## src/rtl/bu_pkg.sv

```systemverilog
// Shared types for the branch unit: compare opcodes, queue-entry layout and funct3 decode.
// Struct fields are sized by the BU_* widths; module parameters must not exceed them.
package bu_pkg;

    localparam int BU_DATA_WIDTH = 64;
    localparam int BU_ADDR_WIDTH = 64;
    localparam int BU_TAG_WIDTH  = 3;

    localparam logic [2:0] F3_BEQ  = 3'd0;
    localparam logic [2:0] F3_BNE  = 3'd1;
    localparam logic [2:0] F3_BLT  = 3'd4;
    localparam logic [2:0] F3_BGE  = 3'd5;
    localparam logic [2:0] F3_BLTU = 3'd6;
    localparam logic [2:0] F3_BGEU = 3'd7;

    typedef enum logic [2:0] {
        EQ,
        NE,
        LT,
        GE,
        LTU,
        GEU,
        NONE
    } cmp_op_t;

    typedef enum logic [1:0] {
        ST_FREE,
        ST_WAIT,
        ST_READY
    } brq_state_t;

    typedef struct packed {
        logic [BU_TAG_WIDTH-1:0]  tag;
        cmp_op_t                  op;
        logic [BU_ADDR_WIDTH-1:0] pc;
        logic [BU_ADDR_WIDTH-1:0] imm;
        logic                     pred;
        logic [BU_DATA_WIDTH-1:0] j_value;
        logic                     j_virtual;
        logic [BU_TAG_WIDTH-1:0]  j_tag;
        logic [BU_DATA_WIDTH-1:0] k_value;
        logic                     k_virtual;
        logic [BU_TAG_WIDTH-1:0]  k_tag;
    } brq_entry_t;

    // funct3 values 2 and 3 are not branches; NONE makes them resolve not-taken
    function automatic cmp_op_t decode_funct3(input logic [2:0] funct3);
        case (funct3)
            F3_BEQ:  return EQ;
            F3_BNE:  return NE;
            F3_BLT:  return LT;
            F3_BGE:  return GE;
            F3_BLTU: return LTU;
            F3_BGEU: return GEU;
            default: return NONE;
        endcase
    endfunction

endpackage

```

## src/rtl/branch_cmp.sv

```systemverilog
// Combinational branch condition evaluation and target selection.
module branch_cmp
    import bu_pkg::*;
#(
    parameter int DATA_WIDTH = 64,
    parameter int ADDR_WIDTH = 64
) (
    input  cmp_op_t               op,
    input  logic [DATA_WIDTH-1:0] a,
    input  logic [DATA_WIDTH-1:0] b,
    input  logic [ADDR_WIDTH-1:0] pc,
    input  logic [ADDR_WIDTH-1:0] imm,
    output logic                  taken,
    output logic [ADDR_WIDTH-1:0] target
);

    always_comb begin
        taken = 1'b0;
        case (op)
            EQ:      taken = (a == b);
            NE:      taken = (a != b);
            LT:      taken = ($signed(a) < $signed(b));
            GE:      taken = ($signed(a) >= $signed(b));
            LTU:     taken = (a < b);
            GEU:     taken = (a >= b);
            default: taken = 1'b0;
        endcase
    end

    // Both sums wrap at ADDR_WIDTH
    assign target = taken ? (pc + imm) : (pc + ADDR_WIDTH'(4));

endmodule

```

## src/rtl/branch_resolve_queue.sv

```systemverilog
// Oldest-first branch resolve queue with CDB operand capture and mispredict squash.
// Optional BRQ_PERF_CNT_EN adds resolved/mispredicted event counters.
module branch_resolve_queue
    import bu_pkg::*;
#(
    parameter int DATA_WIDTH = BU_DATA_WIDTH,
    parameter int ADDR_WIDTH = BU_ADDR_WIDTH,
    parameter int DEPTH      = 4,
    parameter int TAG_WIDTH  = BU_TAG_WIDTH
) (
    input  logic                    clk,
    input  logic                    rst,
    input  logic                    issue_valid,
    output logic                    issue_ready,
    input  logic [TAG_WIDTH-1:0]    issue_tag,
    input  logic [2:0]              issue_funct3,
    input  logic [ADDR_WIDTH-1:0]   issue_pc,
    input  logic [ADDR_WIDTH-1:0]   issue_imm,
    input  logic                    issue_pred_taken,
    input  logic [DATA_WIDTH-1:0]   issue_j_value,
    input  logic [DATA_WIDTH-1:0]   issue_k_value,
    input  logic                    issue_j_virtual,
    input  logic                    issue_k_virtual,
    input  logic [TAG_WIDTH-1:0]    issue_j_tag,
    input  logic [TAG_WIDTH-1:0]    issue_k_tag,
    input  logic                    CDB_valid,
    input  logic [DATA_WIDTH-1:0]   CDB_result,
    input  logic [TAG_WIDTH-1:0]    CDB_rs_id,
    input  logic                    flush,
    output logic                    result_valid,
    input  logic                    result_ready,
    output logic [TAG_WIDTH-1:0]    result_tag,
    output logic                    result_taken,
    output logic [ADDR_WIDTH-1:0]   result_target,
    output logic                    result_mispredict,
    output logic                    Busy,
    output logic [$clog2(DEPTH):0]  count
`ifdef BRQ_PERF_CNT_EN
    ,
    output logic [31:0]             perf_resolved,
    output logic [31:0]             perf_mispredicted
`endif
);

    localparam int PTR_W = $clog2(DEPTH);
    localparam int CNT_W = PTR_W + 1;

    brq_entry_t entries [DEPTH];
    brq_state_t state   [DEPTH];
    logic [PTR_W-1:0] head;
    logic [PTR_W-1:0] tail;

    logic                  head_taken;
    logic [ADDR_WIDTH-1:0] head_target;

    logic out_accept;
    logic squash;
    logic issue_fire;
    logic deq_fire;
    logic issue_j_hit;
    logic issue_k_hit;
    logic [DEPTH-1:0] j_hit;
    logic [DEPTH-1:0] k_hit;
    brq_entry_t new_entry;

    branch_cmp #(
        .DATA_WIDTH(DATA_WIDTH),
        .ADDR_WIDTH(ADDR_WIDTH)
    ) u_cmp (
        .op     (entries[head].op),
        .a      (entries[head].j_value[DATA_WIDTH-1:0]),
        .b      (entries[head].k_value[DATA_WIDTH-1:0]),
        .pc     (entries[head].pc[ADDR_WIDTH-1:0]),
        .imm    (entries[head].imm[ADDR_WIDTH-1:0]),
        .taken  (head_taken),
        .target (head_target)
    );

    assign out_accept  = result_valid && result_ready;
    assign squash      = out_accept && result_mispredict;
    assign issue_ready = (count != CNT_W'(DEPTH)) && !squash;
    assign issue_fire  = issue_valid && issue_ready;
    // A squashing result also kills the head, so it must not advance into the output register
    assign deq_fire    = (state[head] == ST_READY) && (!result_valid || result_ready) && !squash;
    assign Busy        = (count != '0) || result_valid;

    assign issue_j_hit = issue_j_virtual && CDB_valid && (CDB_rs_id == issue_j_tag);
    assign issue_k_hit = issue_k_virtual && CDB_valid && (CDB_rs_id == issue_k_tag);

    always_comb begin
        new_entry           = '0;
        new_entry.tag       = BU_TAG_WIDTH'(issue_tag);
        new_entry.op        = decode_funct3(issue_funct3);
        new_entry.pc        = BU_ADDR_WIDTH'(issue_pc);
        new_entry.imm       = BU_ADDR_WIDTH'(issue_imm);
        new_entry.pred      = issue_pred_taken;
        new_entry.j_value   = BU_DATA_WIDTH'(issue_j_hit ? CDB_result : issue_j_value);
        new_entry.j_virtual = issue_j_virtual && !issue_j_hit;
        new_entry.j_tag     = BU_TAG_WIDTH'(issue_j_tag);
        new_entry.k_value   = BU_DATA_WIDTH'(issue_k_hit ? CDB_result : issue_k_value);
        new_entry.k_virtual = issue_k_virtual && !issue_k_hit;
        new_entry.k_tag     = BU_TAG_WIDTH'(issue_k_tag);
    end

    always_comb begin
        j_hit = '0;
        k_hit = '0;
        for (int i = 0; i < DEPTH; i++) begin
            j_hit[i] = (state[i] == ST_WAIT) && entries[i].j_virtual && CDB_valid &&
                       (entries[i].j_tag[TAG_WIDTH-1:0] == CDB_rs_id);
            k_hit[i] = (state[i] == ST_WAIT) && entries[i].k_virtual && CDB_valid &&
                       (entries[i].k_tag[TAG_WIDTH-1:0] == CDB_rs_id);
        end
    end

    // Later assignments win: capture, then dequeue, then issue, then squash clears everything
    always_ff @(posedge clk) begin
        if (rst || flush) begin
            for (int i = 0; i < DEPTH; i++) begin
                state[i]   <= ST_FREE;
                entries[i] <= '0;
            end
            head              <= '0;
            tail              <= '0;
            count             <= '0;
            result_valid      <= 1'b0;
            result_tag        <= '0;
            result_taken      <= 1'b0;
            result_target     <= '0;
            result_mispredict <= 1'b0;
        end else begin
            for (int i = 0; i < DEPTH; i++) begin
                if (j_hit[i]) begin
                    entries[i].j_value   <= BU_DATA_WIDTH'(CDB_result);
                    entries[i].j_virtual <= 1'b0;
                end
                if (k_hit[i]) begin
                    entries[i].k_value   <= BU_DATA_WIDTH'(CDB_result);
                    entries[i].k_virtual <= 1'b0;
                end
                if ((state[i] == ST_WAIT) &&
                    (!entries[i].j_virtual || j_hit[i]) &&
                    (!entries[i].k_virtual || k_hit[i])) begin
                    state[i] <= ST_READY;
                end
            end

            if (deq_fire) begin
                state[head]       <= ST_FREE;
                head              <= head + PTR_W'(1);
                result_valid      <= 1'b1;
                result_tag        <= entries[head].tag[TAG_WIDTH-1:0];
                result_taken      <= head_taken;
                result_target     <= head_target;
                result_mispredict <= (head_taken != entries[head].pred);
            end else if (out_accept) begin
                result_valid <= 1'b0;
            end

            if (issue_fire) begin
                entries[tail] <= new_entry;
                state[tail]   <= (new_entry.j_virtual || new_entry.k_virtual) ? ST_WAIT : ST_READY;
                tail          <= tail + PTR_W'(1);
            end

            case ({issue_fire, deq_fire})
                2'b10:   count <= count + CNT_W'(1);
                2'b01:   count <= count - CNT_W'(1);
                default: count <= count;
            endcase

            if (squash) begin
                for (int i = 0; i < DEPTH; i++) begin
                    state[i] <= ST_FREE;
                end
                head  <= '0;
                tail  <= '0;
                count <= '0;
            end
        end
    end

`ifdef BRQ_PERF_CNT_EN
    // Event counters survive flush so software can read totals across pipeline squashes
    always_ff @(posedge clk) begin
        if (rst) begin
            perf_resolved     <= '0;
            perf_mispredicted <= '0;
        end else if (out_accept) begin
            perf_resolved <= perf_resolved + 32'd1;
            if (result_mispredict) begin
                perf_mispredicted <= perf_mispredicted + 32'd1;
            end
        end
    end
`endif

endmodule

```

## config.mk

```make
export PLATFORM = sky130hd
export DESIGN_NAME = branch_resolve_queue
export DESIGN_NICKNAME = d
export VERILOG_FILES = /design/src/rtl/bu_pkg.sv /design/src/rtl/branch_cmp.sv /design/src/rtl/branch_resolve_queue.sv
export SDC_FILE = /design/constraint.sdc
export NUM_CORES = 2
export LEC_CHECK = 0
export ABC_AREA = 1
export BUFFER_PORTS_ARGS = -buffer_cell sky130_fd_sc_hd__buf_2
export CORE_ASPECT_RATIO = 0.5
export CORE_MARGIN = 10
export CORE_UTILIZATION = 50
export DETAILED_ROUTE_END_ITERATION = 10
export GPL_TIMING_DRIVEN = 0
export PLACE_DENSITY = 0.68
export SETUP_SLACK_MARGIN = 0.15
export SYNTH_ARGS = -nofsm -noshare
export SYNTH_HDL_FRONTEND = slang
export SYNTH_SLANG_ARGS = --single-unit
```

## constraint.sdc

```tcl
create_clock -name clk -period 9.4 [get_ports clk]
set_input_delay 1.88 -clock clk [delete_from_list [all_inputs] [get_ports clk]]
set_output_delay 1.88 -clock clk [all_outputs]
set_load 0.02 [all_outputs]
```

==> results.md <==
- Pwr/cell area: between 150 and 200 nW/µm²
- CTS tree: built
- Pre-CTS WS: ~2.1 ns
- Status: finished with violations
- H-tree Lvls: 3
- MaxCap Viol Count: 1
- Relative slew slack: -0.1154%
- Actual slew at the worst max-slew pin: about 1.5 ns
- Adder-cell share of the synthesized area: approximately 2.7%
- Clock Sink Count: 1171
- Post-synth net total: ~7700
- Site Rows: 92
- IO Count: roughly 420
- Avg WL per Cell: approximately 26 µm
- Fmax: about 0.13 GHz
- Final Max Slew Viols: 10
- Largest family of logic cells by synthesized area: simple AND/OR/NAND/NOR gates
- Detailed placement HPWL: 180700 µm
- Final wirelength: roughly 250000 µm
- Die Wd: 523.7 µm
- Die height: around 270 µm
- Largest net degree at the start of global routing: between 50 and 60
- Most frequent cells in the layout: nor2_1 (1231), edfxtp_1 (1092), nand2_1 (996)
- Synth cell types: 54
- Post-layout util: 56.80%
- Final setup violation count: 0
- Highest fanout seen on the critical path: 10
- # DRC: 0
- Syn Inst Count: 7239
- Area leader, netlist: edfxtp_1
- Final net count: between 8000 and 9000
- Number of synthesized flops with an enable pin: ~1100
- Post-Synthesis Cell Area: ~63000 µm²
- Post-synthesis mux area share: 0%
- Top cell type's share of synthesized area: between 50 and 60%
- Filler Cells Inserted: 11630
- Setup WS post-layout: roughly 1.9 ns
- Global-route total usage across every layer: about a third
- Post-cts sizing count: 0
- Crit share post-route: approximately four fifths
- Endpoints failing hold: 0
- Via/cell ratio: 6.106
- RSZ-0062 raised after global routing: no
- RePlAce Congestion: between 1 and 1.5
- CP required: 9.96 ns
- Vias in the first global route: 54880
- Initial antenna violation count: 12
- Global-route wire length before repair: around 360000 µm
- Worst-path clk slew: about 0.070 ns
- Synth area leaders: edfxtp_1 (52%), nor2_1 (7.3%), o21ai_0 (6.9%)
- Worst Hold Class: reg2reg
- Hold buffers post-CTS: 0
- Synthesized flop and latch total: 1171
- Worst Setup Start Kind: register
- Post-CTS setup buffers: 0
- DRC violation total after the first TritonRoute iteration: approximately 7700
- Seq/Total Area, Yosys: between 50 and 60%
- Synth Area in Compound Gates: roughly 14%
- Fraction of the mapped netlist area in simple logic gates: a little over a fifth
- Router iterations before antenna repair: 7
- Via Count: between 50000 and 60000
- Total Die Area: 142300 µm²
- Share of layout cells above drive strength 1: 9.147%
- Clock latency on the worst-skew pair: 0.74 ns
- Detail Route Antenna Nets: 0
- Most common cell after layout, fill and taps aside: nor2_1
- Clk_skew: 0.03471 ns
- Area Growth Syn to Fin: 12.79%
- Failing checks: capacitance limit, slew limit
- CP arrival: ~8 ns
- Port Buffers: 350
- Core Footprint: about 130000 µm²
- Post-synth ARST share: 0%
- Total grt overflow: 0
- Initial Utilization: around half
- Post-Synth XOR/XNOR Area: between 1.5 and 2%
- Longest Clk Path Bufs: 3
- Leakage: around 0.029 µW
- Kind of end point of the critical path: register
- TritonCTS Buffers: around 110
- Root buf cell: clkbuf_16
- Synthesized area per cell: between 8 and 9 µm²
- Synth warn: 0
- CP Class: reg2reg
- Final min period: around 7.5 ns
- Top_reg_cell synth: edfxtp_1
- Max IR drop VDD: ~160 µV
## state kept, by name, indices dropped and copies added (netlist names), named ones only
register,flops
count,3
entries,1084
head,2
result_mispredict,1
result_tag,3
result_taken,1
result_target,64
result_valid,1
state,8
tail,2
## area by class of cell
| type | instances | area, µm² | share of cell area, % |
|---|---|---|---|
| flip-flops and latches | 1171 | 34370 | 48.05 |
| multi-input cells | 4997 | 24880 | 34.79 |
| clock buffers | 121 | 2730 | 3.817 |
| plain buffers | 546 | 2332 | 3.260 |
| repair buffers | 373 | 2271 | 3.175 |
| well taps | 1692 | 2117 | 2.960 |
| inverters | 525 | 1976 | 2.762 |
| clock inverters | 73 | 833.3 | 1.165 |
| diodes | 6 | 15.01 | 0.02099 |
## cells by family after synthesis
group           count (synthesis)
xor+xnor                      129
simple gates                 3163
fa+ha+maj                     135
compound gates               1570
buf+inv                      1071
flops                        1171
## critical path, cell delays in order, from the launching register on
cell	delay [ns]
dfxtp_1	0.33
inv_2	0.09
clkbuf_1	0.47
buf_2	0.40
buf_1	0.66
clkbuf_2	0.76
clkbuf_1	0.49
o21ai_0	0.22
o22ai_1	0.22
ha_1	0.29
nand2_1	0.07
nand2_1	0.05
nand2_1	0.06
a21oi_1	0.09
o21bai_1	0.24
nand2_1	0.18
a21oi_1	0.69
nand2_1	0.15
nand2_1	0.11
nand3_1	0.07
nand2_1	0.47
clkbuf_1	0.65
nand3_1	0.22
nand3_1	0.20
a21oi_1	0.10
## where the power goes
part | internal (µW) | switching, µW
Combinational | 529 | 1410
Sequential | 5950 | 78.6
Clock | 2560 | 2090
## layer usage
| layer | share of wire [%] | GRT usage [%] | wire length (µm) | vias up |
|---|---|---|---|---|
| li1 | - | - | - | 26020 |
| met1 | 39 | 44.03 | 95240 | 27780 |
| met2 | 45 | 52.44 | 111200 | 3620 |
| met3 | 11 | 7.407 | 28000 | 608 |
| met4 | 5.0 | 14.51 | 12270 | 8 |
| met5 | 0.021 | 0 | 52 | - |
## Yosys cell counts, types with 8 or more instances
master       n
a21o_1      16
a21oi_1    393
a31oi_1     30
a32o_1      66
buf_1       50
buf_2       80
buf_4        8
buf_6       18
clkbuf_1   389
dfxtp_1     79
edfxtp_1  1092
ha_1       133
inv_1      518
nand2_1   1002
nand3_1    744
nand4_1     96
nor2_1    1236
nor2_2      14
nor3_1      26
nor3_2       8
o21ai_0    875
o21bai_1    18
o22ai_1    133
xnor2_1     28
xor2_1     101
## path summary, 6_finish.rpt
kind	from	to	slack [ns]	cells after the start
max reg2reg	register	result_target[33]	1.87	24
min reg2reg	result_target[46]	result_target[46]	0.46	2
max	register	result_target[33]	1.87	24
min	result_target[46]	result_target[46]	0.46	2
## stage by stage
| step | setup TNS (ns) | hold WS [ns] | cell area [µm²] | instances | total power [µW] |
|---|---|---|---|---|---|
| 2_1_floorplan | 0 | 0.4634 | 63420 | 7239 | 7257 |
| 3_3_place_gp | -1732.55 | 0.4512 | 67290 | 9281 | 8007 |
| 3_5_place_dp | 0 | 0.4522 | 67950 | 9304 | 8011 |
| 4_1_cts | 0 | 0.4618 | 71520 | 9498 | 12520 |
| 5_1_grt | 0 | 0.4907 | 71520 | 9501 | 12940 |
| 6_report | 0 | 0.4627 | 71530 | 9504 | 12610 |
Power figures use the tool's default switching activity.
